[src/rtl/cp0_intc.sv]
// Coprocessor-0 and interrupt controller for the M stage of the 5-stage MIPS pipeline.
// Optional Count/Compare timer is enabled by defining CP0_TIMER_EN.
module cp0_intc #(
  parameter int          NUM_HWINT  = 6,
  parameter logic [31:0] HANDLER_PC = 32'h0000_4180,
  parameter logic [31:0] PRID_VAL   = 32'h2022_0707
) (
  input  logic                 clk,
  input  logic                 reset,
  input  logic                 en,
  input  logic [4:0]           addr,
  input  logic [31:0]          wdata,
  output logic [31:0]          rdata,
  input  logic [31:0]          vpc,
  input  logic                 bd_in,
  input  logic [4:0]           exc_code_in,
  input  logic [NUM_HWINT-1:0] hwint,
  input  logic                 exl_clr,
  output logic                 req,
  output logic [31:0]          epc_out,
  output logic [31:0]          handler_pc,
  output logic                 int_respond,
  output logic [2:0]           int_id
);

  logic [NUM_HWINT-1:0] sr_im_q;
  logic                 sr_exl_q;
  logic                 sr_ie_q;
  logic                 cause_bd_q;
  logic [NUM_HWINT-1:0] cause_ip_q;
  logic [4:0]           cause_exc_q;
  logic [31:0]          epc_q;

  logic [NUM_HWINT-1:0] hw_eff;
  logic [NUM_HWINT-1:0] pend;
  logic                 int_req;
  logic                 exc_req;
  logic                 take;
  logic                 wr_en;
  logic [2:0]           id_w;

`ifdef CP0_TIMER_EN
  localparam logic [NUM_HWINT-1:0] TMR_MASK = NUM_HWINT'(1) << (NUM_HWINT - 1);
  logic [31:0] count_q;
  logic [31:0] compare_q;
  logic        tmr_pend_q;

  assign hw_eff = hwint | (tmr_pend_q ? TMR_MASK : '0);
`else
  assign hw_eff = hwint;
`endif

  assign pend    = hw_eff & sr_im_q;
  assign int_req = (|pend) & sr_ie_q & ~sr_exl_q;
  assign exc_req = (exc_code_in != 5'd0) & ~sr_exl_q;
  assign take    = int_req | exc_req;
  assign wr_en   = en & ~take;

  // Lowest-numbered pending line wins.
  always_comb begin
    id_w = 3'd0;
    for (int i = NUM_HWINT - 1; i >= 0; i--) begin
      if (pend[i]) id_w = 3'(i);
    end
  end

  assign req         = reset & take;
  assign int_respond = reset & int_req;
  assign int_id      = reset ? id_w : 3'd0;
  assign epc_out     = epc_q;
  assign handler_pc  = HANDLER_PC;

  always_ff @(posedge clk or negedge reset) begin
    if (!reset) begin
      sr_im_q     <= '0;
      sr_exl_q    <= 1'b0;
      sr_ie_q     <= 1'b0;
      cause_bd_q  <= 1'b0;
      cause_ip_q  <= '0;
      cause_exc_q <= 5'd0;
      epc_q       <= 32'd0;
    end else begin
      cause_ip_q <= hw_eff;
      if (take) begin
        sr_exl_q    <= 1'b1;
        cause_exc_q <= int_req ? 5'd0 : exc_code_in;
        cause_bd_q  <= bd_in;
        epc_q       <= {(bd_in ? (vpc[31:2] - 30'd1) : vpc[31:2]), 2'b00};
      end else if (en) begin
        case (addr)
          5'd12: begin
            sr_im_q  <= wdata[8 +: NUM_HWINT];
            sr_exl_q <= wdata[1];
            sr_ie_q  <= wdata[0];
          end
          5'd13:   cause_ip_q <= wdata[8 +: NUM_HWINT];
          5'd14:   epc_q      <= {wdata[31:2], 2'b00};
          default: ;
        endcase
      end
      // eret wins over an SR write landing in the same cycle.
      if (exl_clr) sr_exl_q <= 1'b0;
    end
  end

`ifdef CP0_TIMER_EN
  always_ff @(posedge clk or negedge reset) begin
    if (!reset) begin
      count_q    <= 32'd0;
      compare_q  <= 32'hFFFF_FFFF;
      tmr_pend_q <= 1'b0;
    end else begin
      count_q <= (wr_en && addr == 5'd9) ? wdata : count_q + 32'd1;
      if (wr_en && addr == 5'd11) begin
        compare_q  <= wdata;
        tmr_pend_q <= 1'b0;
      end else if (count_q == compare_q) begin
        tmr_pend_q <= 1'b1;
      end
    end
  end
`endif

  always_comb begin
    rdata = 32'd0;
    case (addr)
      5'd12: begin
        rdata[8 +: NUM_HWINT] = sr_im_q;
        rdata[1]              = sr_exl_q;
        rdata[0]              = sr_ie_q;
      end
      5'd13: begin
        rdata[31]             = cause_bd_q;
        rdata[8 +: NUM_HWINT] = cause_ip_q;
        rdata[6:2]            = cause_exc_q;
      end
      5'd14: rdata = epc_q;
      5'd15: rdata = PRID_VAL;
`ifdef CP0_TIMER_EN
      5'd9:  rdata = count_q;
      5'd11: rdata = compare_q;
`endif
      default: rdata = 32'd0;
    endcase
  end

endmodule

[config.mk]
export PLATFORM = sky130hd
export DESIGN_NAME = cp0_intc
export DESIGN_NICKNAME = d
export VERILOG_FILES = /design/src/rtl/cp0_intc.sv
export SDC_FILE = /design/constraint.sdc
export NUM_CORES = 1
export LEC_CHECK = 0
export BUFFER_PORTS_ARGS = -buffer_cell sky130_fd_sc_hd__buf_2
export CORE_MARGIN = 5
export CORE_UTILIZATION = 51
export DETAILED_ROUTE_END_ITERATION = 16
export PLACE_DENSITY = 0.87
export SLEW_MARGIN = 5
export SYNTH_ARGS = -nofsm -noshare
export SYNTH_HDL_FRONTEND = slang
export SYNTH_SLANG_ARGS = --single-unit
[constraint.sdc]
create_clock -name clk -period 4.9 [get_ports clk]
set_clock_uncertainty 0.15 [all_clocks]
set_input_delay 0.245 -clock clk [delete_from_list [all_inputs] [get_ports clk]]
set_output_delay 0.245 -clock clk [all_outputs]
set_load 0.03 [all_outputs]
==> impl_metrics.py <==
metrics = {
    "floorplanning": {
        "die_y_um": 96.5,
        "start_util_pct": 52.6,
        "num_io_pins": 186,
        "core_sq_um": 7250,
        "rows": 31,
        "die_x_um": 96.5,
        "die-area_sq_um": 9310,
    },
    "cts": {
        "cts.htree.levels": 2,
        "hold_buffers": 2,
        "cts_resized": 0,
        "cts.path.max_buffers": 2,
        "cts_root_buffer": "clkbuf_8",
        "cts.clk_slew.worst_paths_ns": 0.10,
        "clock-sinks": 50,
        "cts_tree": "built",
        "clk_latency_ns": 0.31,
        "postCtsSetupBuffers": 0,
        "numCtsBuffers": 5,
    },
    "power_and_ir_drop": {
        "p_total_mw": 1.15,
        "ir_worst_vdd_v": 0.000136,
        "p_leak_nw": 2.20,
        "powerDensity_nw_per_um2": 251,
    },
    "yosys": {
        "synth_edf_count": 0,
        "synth.area.top_cells": "dfrtp_1 (33%), mux2i_1 (8.1%), buf_4 (6.9%)",
        "synth_top_area_share_pct": 32.8,
        "synth_top_cell_by_area": "dfrtp_1",
        "async_flop_share_pct": 100,
        "synth_most_common_cell": "dfrtp_1",
        "synth_common_cells": "dfrtp_1 (50), buf_4 (35), and3_1 (31), mux2i_1 (31), nor2_1 (29)",
        "netlist_area_sq_um": 3810,
        "avgSynthCellArea_sq_um": 9.08,
        "syn_inst": 420,
        "ys_types": 50,
        "yosysWarnings": 0,
        "ys_ff_latch": 50,
        "seq_area_frac_synth_pct": 32.8,
        "ys.flop_type": "dfrtp_1",
    },
    "run": {
        "cap_violations": 0,
    },
    "drt": {
        "vias": 3818,
        "wl_per_cell_um": 18.0,
        "routed.top_layer": "met4",
        "antenna_left": 0,
        "wl_met2_mm": 5.98,
        "routedLengthMet1_mm": 4.63,
        "met3_length_um": 886,
        "wirelength_mm": 11.7,
        "dr.pass1.iters": 4,
        "viasPerCell": 5.86,
        "drtIter0Drc": 316,
        "drcViolationCount": 0,
    },
    "placed_design": {
        "post-place-ws_ns": 2.01,
        "gp_congestion": 0.953,
        "place_area_sq_um": 4470,
        "placed_cells": 641,
        "hpwlAfterDp_mm": 9.10,
        "port_buffers": 149,
    },
    "cells_and_area": {
        "fin_util_pct": 63.1,
        "nNetsFinal": 637,
        "drive_gt1_share_pct": 34.6,
        "postLayoutCellArea_sq_um": 4580,
        "area_delta_synth_final_pct": 20.0,
        "final_cells": 651,
        "antennaDiodeCount": 0,
    },
    "global_route": {
        "grt_usage_pct": 23.9,
        "grt_max_degree": 55,
        "grt-ovfl-total": 0,
        "grt_pass1_wl_mm": 17.5,
        "grt_pass1_vias": 3423,
        "antenna_found_initial": 0,
    },
    "sta": {
        "max_freq_mhz": 347,
        "fin_ws_ns": 2.02,
        "fin_crit_sh_pct": 58.7,
        "setup-tns-final_ns": 0,
        "maxSlewHeadroom_pct": 18.4,
        "finalMaxSlewViolations": 0,
        "rsz0062_at_grt": "no",
        "tightestPinTransition_ns": 1.22,
        "hold_violations": 0,
        "finalSetupViolCount": 0,
        "min_period_ns": 2.88,
        "hold_slack_ns": 0.0193,
    },
    "critical_path": {
        "cp_data_arrival_time_ns": 2.93,
        "crit_type": "flip-flop to flip-flop",
        "cp_max_fo": 21,
        "required_ns": 4.95,
        "critPathCaptureType": "flip-flop",
        "cp-start-kind": "flip-flop",
    },
    "outcome": {
        "outcome": "finished, final reports clean",
    },
    "hold_path": {
        "hold_path.class": "input pin to flip-flop",
    },
}
## state kept, by name, indices dropped and copies added, names as in the netlist
name and flops:
cause_bd_q 1, sr_im_q 6, sr_exl_q 1, sr_ie_q 1, cause_ip_q 6, cause_exc_q 5, epc_out 30
## placed cells by master, fill, tap and decap left out, drive strengths merged, types with 3 or more instances in the layout
cell / synthesis / routed
nor3b: 5 / 5
or3: 7 / 7
mux2i: 31 / 31
nand4: 6 / 6
clkbuf: 20 / 6
o21ai: 5 / 5
o221a: 3 / 3
buf: 44 / 154
or4: 12 / 12
nand3: 7 / 7
conb: 2 / 34
mux2: 17 / 17
a31oi: 17 / 17
a21boi: 16 / 16
a22oi: 9 / 9
xor2: 10 / 10
nand2: 17 / 17
a21o: 5 / 5
nand3b: 3 / 3
o31ai: 12 / 12
a21oi: 9 / 9
dfrtp: 50 / 50
and3b: 3 / 3
and3: 31 / 31
inv: 3 / 3
nor2: 29 / 29
nor3: 6 / 6
nor4: 20 / 20
## report_power, final
group / internal, mW / switching (mW)
sequential: 0.462 / 0.0425
combinational: 0.134 / 0.270
clock: 0.101 / 0.142
## area by class of cell
type / count / area [sq um]
Tap cell: 99 / 124
Clock inverter: 2 / 13.8
Timing Repair Buffer: 156 / 803
Sequential cell: 50 / 1250
Inverter: 3 / 11.3
Multi-Input combinational cell: 335 / 2300
Clock buffer: 6 / 72.6
Fill cell: 612 / 2670
## worst paths after layout
| check | start | slack, ns | cells after the start | endpoint |
|---|---|---|---|---|
| worst max-delay path | sr_im_q[2]$_DFFE_PN0P_ | 2.02 | 5 | cause_bd_q$_DFFE_PN0N_ |
| worst min-delay path | wdata[0] | 0.02 | 2 | sr_ie_q$_DFFE_PN0P_ |
| worst max register to register | sr_im_q[2]$_DFFE_PN0P_ | 2.02 | 5 | cause_bd_q$_DFFE_PN0N_ |
| worst min register to register | cause_exc_q[4]$_DFFE_PN0N_ | 0.34 | 1 | cause_exc_q[4]$_DFFE_PN0N_ |
| max in group asynchronous | reset | 3.38 | 3 | epc_out[21]$_DFFE_PN0P_ |
| min in group asynchronous | reset | 0.44 | 2 | cause_exc_q[2]$_DFFE_PN0N_ |
## logic make-up after synthesis
logic type | Yosys count | synth area share (%)
flops | 50 | 32.8
compound gates | 81 | 15.0
simple gates | 159 | 25.5
xor+xnor | 12 | 2.75
mux | 48 | 13.2
fa+ha+maj | 1 | 0.328
other cells | 2 | 0.197
buf+inv | 67 | 10.3
## metal layers
metal,up-vias,track usage [%]
met1,1835,30.8
met4,0,7.01
met5,-,0
li1,1774,-
met3,19,4.26
met2,190,41.0
## worst max-delay path, stage by stage, from the launching register on
cell	delay, ns
dfrtp_1	0.41
a22oi_1	0.41
a311oi_2	0.17
buf_4	0.24
nor2_2	0.95
mux2_2	0.43
No activity file was read; power rests on OpenSTA's default activity.
